--- config.mk ---
export PLATFORM = sky130hd
export DESIGN_NAME = reg_file_scoreboard_flat
export DESIGN_NICKNAME = d
export VERILOG_FILES = /design/src/rtl/reg_file_scoreboard_if.sv /design/src/rtl/reg_file_scoreboard.sv /design/src/flat_wrapper.sv
export SDC_FILE = /design/constraint.sdc
export NUM_CORES = 2
export LEC_CHECK = 0
export ABC_CLOCK_PERIOD_IN_PS = 5900
export CORE_ASPECT_RATIO = 0.8
export CORE_MARGIN = 10
export CORE_UTILIZATION = 63
export DETAILED_ROUTE_END_ITERATION = 12
export PLACE_DENSITY_LB_ADDON = 0.08
export RECOVER_POWER = 50
export SLEW_MARGIN = 20
export SYNTH_ARGS = -nofsm -noshare
export SYNTH_HDL_FRONTEND = slang
export SYNTH_SLANG_ARGS = --single-unit
--- constraint.sdc ---
create_clock -name clk -period 5.9 [get_ports clk]
set_clock_uncertainty 0.15 [all_clocks]
set_input_delay 1.18 -clock clk [delete_from_list [all_inputs] [get_ports clk]]
set_output_delay 1.18 -clock clk [all_outputs]
set_load 0.005 [all_outputs]
--- src/rtl/reg_file_scoreboard_if.sv ---
// Bus bundle for reg_file_scoreboard: two read ports, a reserve port,
// a writeback port, flush and the registered busy count.
interface reg_file_scoreboard_if #(
    parameter int WIDTH  = 32,
    parameter int ADDR_W = 5,
    parameter int TAG_W  = 4
);
    logic [ADDR_W-1:0] ra_addr_i;
    logic [WIDTH-1:0]  ra_data_o;
    logic              ra_busy_o;
    logic [TAG_W-1:0]  ra_tag_o;

    logic [ADDR_W-1:0] rb_addr_i;
    logic [WIDTH-1:0]  rb_data_o;
    logic              rb_busy_o;
    logic [TAG_W-1:0]  rb_tag_o;

    logic              rsv_i;
    logic [ADDR_W-1:0] rsv_addr_i;
    logic [TAG_W-1:0]  rsv_tag_i;

    logic              wb_i;
    logic [ADDR_W-1:0] wb_addr_i;
    logic [TAG_W-1:0]  wb_tag_i;
    logic [WIDTH-1:0]  wb_data_i;

    logic              flush_i;
    logic [ADDR_W:0]   busy_cnt_o;

    // Pipeline side (decode / writeback) drives requests and sees results.
    modport master (
        output ra_addr_i, rb_addr_i,
        output rsv_i, rsv_addr_i, rsv_tag_i,
        output wb_i, wb_addr_i, wb_tag_i, wb_data_i,
        output flush_i,
        input  ra_data_o, ra_busy_o, ra_tag_o,
        input  rb_data_o, rb_busy_o, rb_tag_o,
        input  busy_cnt_o
    );

    modport slave (
        input  ra_addr_i, rb_addr_i,
        input  rsv_i, rsv_addr_i, rsv_tag_i,
        input  wb_i, wb_addr_i, wb_tag_i, wb_data_i,
        input  flush_i,
        output ra_data_o, ra_busy_o, ra_tag_o,
        output rb_data_o, rb_busy_o, rb_tag_o,
        output busy_cnt_o
    );
endinterface

--- src/rtl/reg_file_scoreboard.sv ---
// Register file with per-entry reservation bits and producer tags, two
// combinational read ports. Optional macro REGFILE_BYPASS_EN forwards writeback data to reads.
module reg_file_scoreboard #(
    parameter int WIDTH  = 32,
    parameter int DEPTH  = 32,
    parameter int ADDR_W = 5,
    parameter int TAG_W  = 4
) (
    input logic                  clk,
    input logic                  rst,
    reg_file_scoreboard_if.slave bus
);
    localparam int              CNT_W   = ADDR_W + 1;
    localparam logic [ADDR_W:0] DEPTH_L = DEPTH[ADDR_W:0];
    localparam logic [CNT_W-1:0] CNT_ONE = {{(CNT_W-1){1'b0}}, 1'b1};

    logic [WIDTH-1:0] data_q [DEPTH];
    logic             busy_q [DEPTH];
    logic [TAG_W-1:0] tag_q  [DEPTH];
    logic [CNT_W-1:0] cnt_q, cnt_d;

    // Writable entries are 1..DEPTH-1; entry 0 and out-of-range addresses are inert.
    function automatic logic live_addr(input logic [ADDR_W-1:0] a);
        return ({1'b0, a} < DEPTH_L) && (a != '0);
    endfunction

    logic rsv_ok, wb_ok, wb_match, rsv_wb_same, cnt_inc, cnt_dec;

    assign rsv_ok      = bus.rsv_i && !bus.flush_i && live_addr(bus.rsv_addr_i);
    assign wb_ok       = bus.wb_i && live_addr(bus.wb_addr_i);
    assign wb_match    = wb_ok && busy_q[bus.wb_addr_i]
                         && (tag_q[bus.wb_addr_i] == bus.wb_tag_i);
    assign rsv_wb_same = rsv_ok && wb_ok && (bus.rsv_addr_i == bus.wb_addr_i);
    assign cnt_inc     = rsv_ok && !busy_q[bus.rsv_addr_i];
    // A same-entry reserve keeps the entry busy, so the clear does not count.
    assign cnt_dec     = wb_match && !rsv_wb_same;

    genvar gi;
    generate
        for (gi = 0; gi < DEPTH; gi++) begin : g_entry
            logic wr_en, rsv_en, clr_en;

            assign wr_en  = wb_ok && (bus.wb_addr_i == ADDR_W'(gi));
            assign rsv_en = rsv_ok && (bus.rsv_addr_i == ADDR_W'(gi));
            assign clr_en = wr_en && wb_match;

            always_ff @(posedge clk or negedge rst) begin
                if (!rst) begin
                    data_q[gi] <= '0;
                    busy_q[gi] <= 1'b0;
                    tag_q[gi]  <= '0;
                end else begin
                    if (wr_en) begin
                        data_q[gi] <= bus.wb_data_i;
                    end
                    // Flush drops every reservation but keeps the tags.
                    if (bus.flush_i) begin
                        busy_q[gi] <= 1'b0;
                    end else if (rsv_en) begin
                        busy_q[gi] <= 1'b1;
                        tag_q[gi]  <= bus.rsv_tag_i;
                    end else if (clr_en) begin
                        busy_q[gi] <= 1'b0;
                    end
                end
            end
        end
    endgenerate

    always_comb begin
        cnt_d = cnt_q;
        if (bus.flush_i) begin
            cnt_d = '0;
        end else if (cnt_inc && !cnt_dec) begin
            cnt_d = cnt_q + CNT_ONE;
        end else if (cnt_dec && !cnt_inc) begin
            cnt_d = cnt_q - CNT_ONE;
        end
    end

    always_ff @(posedge clk or negedge rst) begin
        if (!rst) begin
            cnt_q <= '0;
        end else begin
            cnt_q <= cnt_d;
        end
    end

    assign bus.busy_cnt_o = cnt_q;

    always_comb begin
        bus.ra_data_o = '0;
        bus.ra_busy_o = 1'b0;
        bus.ra_tag_o  = '0;
        if (live_addr(bus.ra_addr_i)) begin
            bus.ra_data_o = data_q[bus.ra_addr_i];
            bus.ra_busy_o = busy_q[bus.ra_addr_i];
            bus.ra_tag_o  = tag_q[bus.ra_addr_i];
`ifdef REGFILE_BYPASS_EN
            if (wb_ok && (bus.wb_addr_i == bus.ra_addr_i)) begin
                bus.ra_data_o = bus.wb_data_i;
                if (wb_match && !rsv_wb_same) begin
                    bus.ra_busy_o = 1'b0;
                end
            end
`endif
        end
    end

    always_comb begin
        bus.rb_data_o = '0;
        bus.rb_busy_o = 1'b0;
        bus.rb_tag_o  = '0;
        if (live_addr(bus.rb_addr_i)) begin
            bus.rb_data_o = data_q[bus.rb_addr_i];
            bus.rb_busy_o = busy_q[bus.rb_addr_i];
            bus.rb_tag_o  = tag_q[bus.rb_addr_i];
`ifdef REGFILE_BYPASS_EN
            if (wb_ok && (bus.wb_addr_i == bus.rb_addr_i)) begin
                bus.rb_data_o = bus.wb_data_i;
                if (wb_match && !rsv_wb_same) begin
                    bus.rb_busy_o = 1'b0;
                end
            end
`endif
        end
    end
endmodule

--- src/flat_wrapper.sv ---
// flat-port wrapper written by rule: the top's interface ports become plain ports
module reg_file_scoreboard_flat 
#(
    parameter int WIDTH  = 32,
    parameter int DEPTH  = 32,
    parameter int ADDR_W = 5,
    parameter int TAG_W  = 4
)
  (clk, rst, bus_ra_addr_i, bus_rb_addr_i, bus_rsv_i, bus_rsv_addr_i, bus_rsv_tag_i, bus_wb_i, bus_wb_addr_i, bus_wb_tag_i, bus_wb_data_i, bus_flush_i, bus_ra_data_o, bus_ra_busy_o, bus_ra_tag_o, bus_rb_data_o, bus_rb_busy_o, bus_rb_tag_o, bus_busy_cnt_o);
  reg_file_scoreboard_if #(.WIDTH(WIDTH), .ADDR_W(ADDR_W), .TAG_W(TAG_W)) bus_i ();
  input logic clk;
  input logic rst;
  input wire logic [$bits(bus_i.ra_addr_i)-1:0] bus_ra_addr_i;
  input wire logic [$bits(bus_i.rb_addr_i)-1:0] bus_rb_addr_i;
  input wire logic [$bits(bus_i.rsv_i)-1:0] bus_rsv_i;
  input wire logic [$bits(bus_i.rsv_addr_i)-1:0] bus_rsv_addr_i;
  input wire logic [$bits(bus_i.rsv_tag_i)-1:0] bus_rsv_tag_i;
  input wire logic [$bits(bus_i.wb_i)-1:0] bus_wb_i;
  input wire logic [$bits(bus_i.wb_addr_i)-1:0] bus_wb_addr_i;
  input wire logic [$bits(bus_i.wb_tag_i)-1:0] bus_wb_tag_i;
  input wire logic [$bits(bus_i.wb_data_i)-1:0] bus_wb_data_i;
  input wire logic [$bits(bus_i.flush_i)-1:0] bus_flush_i;
  output wire logic [$bits(bus_i.ra_data_o)-1:0] bus_ra_data_o;
  output wire logic [$bits(bus_i.ra_busy_o)-1:0] bus_ra_busy_o;
  output wire logic [$bits(bus_i.ra_tag_o)-1:0] bus_ra_tag_o;
  output wire logic [$bits(bus_i.rb_data_o)-1:0] bus_rb_data_o;
  output wire logic [$bits(bus_i.rb_busy_o)-1:0] bus_rb_busy_o;
  output wire logic [$bits(bus_i.rb_tag_o)-1:0] bus_rb_tag_o;
  output wire logic [$bits(bus_i.busy_cnt_o)-1:0] bus_busy_cnt_o;
  assign bus_i.ra_addr_i = bus_ra_addr_i;
  assign bus_i.rb_addr_i = bus_rb_addr_i;
  assign bus_i.rsv_i = bus_rsv_i;
  assign bus_i.rsv_addr_i = bus_rsv_addr_i;
  assign bus_i.rsv_tag_i = bus_rsv_tag_i;
  assign bus_i.wb_i = bus_wb_i;
  assign bus_i.wb_addr_i = bus_wb_addr_i;
  assign bus_i.wb_tag_i = bus_wb_tag_i;
  assign bus_i.wb_data_i = bus_wb_data_i;
  assign bus_i.flush_i = bus_flush_i;
  assign bus_ra_data_o = bus_i.ra_data_o;
  assign bus_ra_busy_o = bus_i.ra_busy_o;
  assign bus_ra_tag_o = bus_i.ra_tag_o;
  assign bus_rb_data_o = bus_i.rb_data_o;
  assign bus_rb_busy_o = bus_i.rb_busy_o;
  assign bus_rb_tag_o = bus_i.rb_tag_o;
  assign bus_busy_cnt_o = bus_i.busy_cnt_o;
  reg_file_scoreboard #(.WIDTH(WIDTH), .DEPTH(DEPTH), .ADDR_W(ADDR_W), .TAG_W(TAG_W)) u_core (.clk(clk), .rst(rst), .bus(bus_i));
endmodule
Word level (Yosys, flattened, before mapping)
Cells that the tools add are included.

Output and inout port bits: 80. Bits of input ports: 65. Register bits after elaboration: 1190. Logic and storage cells: 487.

Add/sub/neg operators: 2. $lt $le $gt $ge: 4. Bitwise operators: 5. Equal/unequal tests: 64. Reduce and logical (&&, ||, !) cells: 183. Mux-type cells: 132.

Operator list (number): 32-bit binary-select mux with 5-bit select (2); 32-bit 2-to-1 mux (6); 5-bit == test (second input constant) (32); 1-bit logical AND (107); 1-bit 2-to-1 mux (106); 3-bit nonzero test (33); 5-bit by 4-bit == test with 1-bit output (second input constant) (16); 2-bit AND reduction (32); 4-bit binary-select mux with 5-bit select (3); 5-bit by 3-bit == test with 1-bit output (second input constant) (8); 4-bit 2-to-1 mux (8); 6-bit greater-or-equal comparator (second input constant) (4); 5-bit NOT with 6-bit output (4); 1-bit binary-select mux with 5-bit select (4); 5-bit by 2-bit == test with 1-bit output (second input constant) (4); 5-bit nonzero test (4); 6-bit 2-to-1 mux (3); 5-bit by 1-bit == test with 1-bit output (second input constant) (2); 5-bit logical NOT (2); 6-bit by 1-bit adder with 6-bit output (second input constant) (1); 6-bit by 1-bit subtractor with 6-bit output (second input constant) (1); 5-bit == test (1); 1-bit logical NOT (5); 4-bit == test (1); 1-bit NOT (1).

Logic depth before layout (Yosys ltp)
Depth in word-level cells: 11. Mapped depth: 19.

Worst setup path before layout
OpenSTA, ideal clock, no wires.

Kind: input port to flip-flop. Start: in bus_wb_addr_i[1]. End: reg u_core.cnt_q[5], in the netlist u_core.bus.busy_cnt_o[5]. Arrival time: 5.010 ns. Cell stages on the path: 17. Slack: 0.601 ns. Data required time: 5.611 ns. Path buffers: 2. Path through: buf_6 mux4_2 a22oi_1 nand4_1 a211oi_2 o2111a_1 nand2_1 clkbuf_1 o21ai_0 ha_1 a21o_1 a21oi_1 o21bai_1 a21oi_1 or4_1 mux2i_1 or4_1.

Longest elaborated chain between the ends: 11. Elaborated cells on any way between the ends: 23. Those cells by class: 2 x eq/ne; 8 x mux; 1 x bitwise; 12 x reduce/logical.

Ends and longest elaborated chain: start: declaration (RTL line flat_wrapper.sv:19) `input wire logic [$bits(bus_i.wb_addr_i)-1:0] bus_wb_addr_i;`; 5-bit NOT with 6-bit output (not written as such) (RTL line reg_file_scoreboard.sv:31, reg_file_scoreboard.sv:32); 4-bit binary-select mux with 5-bit select / 1-bit binary-select mux with 5-bit select (equally long branches) (RTL line reg_file_scoreboard.sv:32, reg_file_scoreboard.sv:31); 4-bit 2-to-1 mux (not written as such) / 1-bit 2-to-1 mux (equally long branches) (2 in series) (RTL line reg_file_scoreboard.sv:32, reg_file_scoreboard.sv:31); 4-bit == test / 1-bit logical AND (equally long branches) (RTL line reg_file_scoreboard.sv:32, reg_file_scoreboard.sv:31); 1-bit logical AND (RTL line reg_file_scoreboard.sv:32) `&& (tag_q[bus.wb_addr_i] == bus.wb_tag_i);`; 1-bit logical AND * (RTL line reg_file_scoreboard.sv:36) `assign cnt_dec = wb_match && !rsv_wb_same;`; 1-bit logical NOT (RTL line reg_file_scoreboard.sv:74) `end else if (cnt_inc && !cnt_dec) begin`; 1-bit logical AND (RTL line reg_file_scoreboard.sv:74); 6-bit 2-to-1 mux (RTL line reg_file_scoreboard.sv:74); 6-bit 2-to-1 mux (RTL line reg_file_scoreboard.sv:72) `if (bus.flush_i) begin`; end signal: assignment (RTL line reg_file_scoreboard.sv:85) `cnt_q <= cnt_d;`; end: declaration (RTL line reg_file_scoreboard.sv:20) `logic [CNT_W-1:0] cnt_q, cnt_d;`.

Mark *: on every way between the ends. The rest lies on a longest branch, timed or not. The select of a mux whose other input is x is not followed. A chain may end at the register's enable or synchronous reset.

Worst setup path in the final report
Start: in bus_rb_addr_i[2]. End: out bus_rb_busy_o.

Longest elaborated chain between the ends: 5. Elaborated cells on any way between the ends: 6. Those cells by class: 4 x mux; 1 x bitwise; 1 x reduce/logical.

Ends and longest elaborated chain: start: declaration (RTL line flat_wrapper.sv:14) `input wire logic [$bits(bus_i.rb_addr_i)-1:0] bus_rb_addr_i;`; 5-bit NOT with 6-bit output (not written as such) (RTL line reg_file_scoreboard.sv:116) `bus.rb_busy_o = busy_q[bus.rb_addr_i];`; 1-bit binary-select mux with 5-bit select (RTL line reg_file_scoreboard.sv:116); 1-bit 2-to-1 mux (not written as such) (2 in series) (RTL line reg_file_scoreboard.sv:116); 1-bit 2-to-1 mux * (RTL line reg_file_scoreboard.sv:114) `if (live_addr(bus.rb_addr_i)) begin`; end: declaration (RTL line flat_wrapper.sv:27) `output wire logic [$bits(bus_i.rb_busy_o)-1:0] bus_rb_busy_o;`.

Marks and branches as above.

==> results.py <==
metrics = {
    "synth": {
        "synth_edf_count": 0,
        "yosysWarnings": 0,
        "ys_ff_latch": 1190,
        "syn_nets": 4308,
        "netlist_area_um2": 64900,
        "yosysSeqAreaShare_pct": 45.9,
        "synth_compound_area_share_pct": 2.97,
        "synthAdderAreaFrac_pct": 0.108,
        "synth_mux_area_share_pct": 46.0,
        "synth.distinct_cells": 68,
        "synthXorXnorAreaFrac_pct": 0.129,
        "yosys_most_used_dff": "dfrtp_1",
        "synth_top_family_by_area": "multiplexers",
        "synth-simple-area-share_pct": 1.94,
        "synthArstFlopShare_pct": 100,
        "avgSynthCellArea_um2": 15.3,
        "yosys-top-cells-count": "dfrtp_1, mux2_2, mux4_2",
        "yosys.area.top_type": "dfrtp_1",
        "yosysMostFrequentCell": "dfrtp_1",
        "syn-instance-count": 4238,
        "synth_top_area_share_pct": 45.9,
        "yosys-top-cells-area": "dfrtp_1, mux4_2, mux2_2",
    },
    "routing": {
        "wl_met1_um": 79000,
        "totalWireLength_um": 196000,
        "drcViolationCount": 0,
        "wl_met2_um": 89500,
        "post_drt_wl_per_cell_um": 34.8,
        "final_antenna_net_count": 0,
        "wl_met3_um": 20400,
        "vias": 41766,
        "avgViaCountPerCell": 7.41,
        "drtIter0Drc": 4977,
        "routed.top_layer": "met5",
        "firstDrtPassIters": 5,
    },
    "setup_path": {
        "cp.required_ps": 4570,
        "rr_worst_depth": 15,
        "cpMaxStageDelayCell": "or3_4",
        "worstPathMaxFanout": 31,
        "slowest_delay_ps": 790,
        "r2r_setup_slack_ps": 1460,
        "path_delay_family": "buffers and inverters",
        "arrival_ps": 4020,
        "crit_chain": "buf_4 -> or3_4 -> nor3_2 -> buf_4 -> a211oi_1 -> clkdlybuf4s50_1",
        "setup.worst_path.end_class": "output port",
        "crit_buf_inv": 3,
        "worstSetupPathType": "in2out",
        "r2r_start": "u_core.tag_q[103]",
        "start_kind": "primary input",
        "crit_top_cell": "buf_4",
        "worst_r2r_endpoint": "u_core.bus.busy_cnt_o[5]",
    },
    "layout": {
        "final_cell_area_um2": 72800,
        "layout-drive-gt1-share_pct": 52.9,
        "syn2layout_area_growth_pct": 12.2,
        "multi_input_area_um2": 33400,
        "regArea_um2": 29800,
        "num-fill-cells": 6678,
        "fin_nets": 4262,
    },
    "min_path": {
        "min-delay-start": "u_core.data_q[1010]",
        "holdPathEnd": "u_core.data_q[1010]",
        "holdPathStages": 0,
        "hp-class": "reg2reg",
    },
    "placed_design": {
        "place_area_um2": 68400,
        "portBuffers": 144,
        "hpwl_um": 113000,
        "gp_congestion": 0.953,
    },
    "run": {
        "maxCapViolCount": 3,
    },
    "timing": {
        "hold_viol": 0,
        "fin_tns_setup_ps": 0,
        "max_freq_mhz": 187,
        "setup_violations": 0,
        "slew_violations": 219,
        "rsz0062_at_grt": "no",
        "timing.final.crit_period_ps": 5350,
        "worstMarginPinSlew_ps": 3530,
        "post-route-period-util_pct": 90.6,
        "timing.slew.headroom_pct": -136,
    },
    "clocking": {
        "cts_made_buffers": 119,
        "cts_tree": "yes",
        "htreeDepth": 3,
        "clk_latency_ps": 740,
        "max-clock-path-buffers": 3,
        "cts_setup_buffers": 0,
        "cts_root_buf": "clkbuf_16",
        "clkSlewWorstSetupHoldPaths_ps": 60,
        "clock-sinks": 1190,
        "holdBufCountCts": 0,
        "post_cts_resized": 0,
    },
    "run_status": {
        "violations": "capacitance limit, slew limit",
        "status": "finished with violations",
    },
    "global_routing": {
        "antenna_found_initial": 5,
        "grt_pass1_wl_um": 292000,
        "grt_pass1_vias": 42829,
        "overflow": 0,
        "grt_max_degree": 139,
        "grt_usage_pct": 33.9,
    },
    "floorplan": {
        "rows": 105,
        "dieWidth_um": 379,
        "io_pins": 145,
        "coreArea_um2": 102000,
        "die-area_um2": 116000,
        "initial_core_util_pct": 63.4,
        "die_height_um": 307,
    },
    "power": {
        "peakVddDrop_mv": 0.263,
        "static-leakage-power_uw": 0.0315,
        "power_density_nw_per_um2": 335,
    },
}
-- worst register-to-register path: stages (launching register included) --
cell and delay [ps]:
dfrtp_1 440, mux4_2 530, a22oi_1 220, nand4_1 170
a211oi_2 300, o2111a_1 280, nand2_1 80, o21ai_0 260
ha_1 290, a21o_1 180, a21oi_1 230, o21bai_1 90
a21oi_1 320, or4b_1 180, o2111ai_1 110, or4_1 490
-- cell type report --
| type | count | share of cell area, % |
|---|---|---|
| Timing Repair Buffer | 313 | 4.62 |
| Inverter | 13 | 0.0670 |
| Tap cell | 1337 | 2.30 |
| Clock buffer | 164 | 4.80 |
| Sequential cell | 1190 | 40.9 |
| Multi-Input combinational cell | 2555 | 45.9 |
| Clock inverter | 59 | 1.39 |
| Antenna cell | 2 | 0.00687 |
-- through the flow --
stage          hold slack, ps  std cells  total power [uW]  util, %  setup slack (ps)
2_1_floorplan             291       4238             14100        -               601
3_3_place_gp              228       5408             15600     66.8               219
3_5_place_dp              233       5408             15800     66.8               173
4_1_cts                   247       5631             24400     71.2               611
5_1_grt                   259       5632             25300     71.2               289
6_report                  247       5633             24400     71.2               553
-- state kept, by name, indices dropped and copies added, names as in the netlist --
register               count
u_core.bus.busy_cnt_o      6
u_core.tag_q             128
u_core.busy_q             32
u_core.data_q           1024
-- kinds of logic after synthesis --
logic type,count (synthesis)
and+or+nand+nor,270
xor gates and xnor gates,8
DFF,1190
buffers and inverters,493
adders and majority gates,5
AOI/OAI and AO/OA,256
muxes,2016
-- metal layers --
metal | vias to the layer above | global-route usage, %
met5 | - | 0
met4 | 8 | 11.3
met3 | 460 | 9.15
met2 | 2401 | 50.3
met1 | 22408 | 48.6
li1 | 16489 | -
-- placed cells by master (no fill, tap or decap), drive strengths merged, types with 6 or more instances in the layout --
master | Yosys | layout
nor2 | 87 | 87
o221ai | 33 | 33
bufinv | 0 | 25
clkbuf | 335 | 175
a221oi | 32 | 32
inv | 13 | 19
clkinv | 0 | 19
nor2b | 8 | 8
o211ai | 24 | 24
o22ai | 36 | 36
buf | 145 | 176
a211oi | 18 | 18
a211o | 20 | 20
clkdlybuf4s50 | 0 | 125
nand2b | 14 | 14
clkinvlp | 0 | 9
mux4 | 654 | 654
mux2 | 1173 | 1173
mux2i | 189 | 189
dfrtp | 1190 | 1190
a31o | 11 | 11
nor3 | 34 | 34
a22o | 6 | 6
nand3 | 8 | 8
nand4 | 8 | 8
o21ai | 13 | 13
a21oi | 34 | 34
nand2 | 81 | 81
-- power breakdown --
group	switching, uW	internal (uW)	total [uW]
Clock	3440	5240	8680
Sequential	1140	9620	10800
Combinational	1880	3110	4990
Total	6460	18000	24400
-- worst max-delay path by stage --
stage	end	cells after the start	slack, ps	start
after floorplan	u_core.bus.busy_cnt_o[5]	17	600	bus_wb_addr_i[1]
after CTS	bus_rb_data_o[26]	6	610	bus_rb_addr_i[2]
after detailed placement	u_core.bus.busy_cnt_o[5]	17	170	bus_wb_addr_i[3]
after global placement	u_core.bus.busy_cnt_o[5]	17	220	bus_wb_addr_i[3]
final	bus_rb_busy_o	6	550	bus_rb_addr_i[2]
after global routing	u_core.data_q[692]	2	290	rst
No activity file was read; power rests on OpenSTA's default activity.
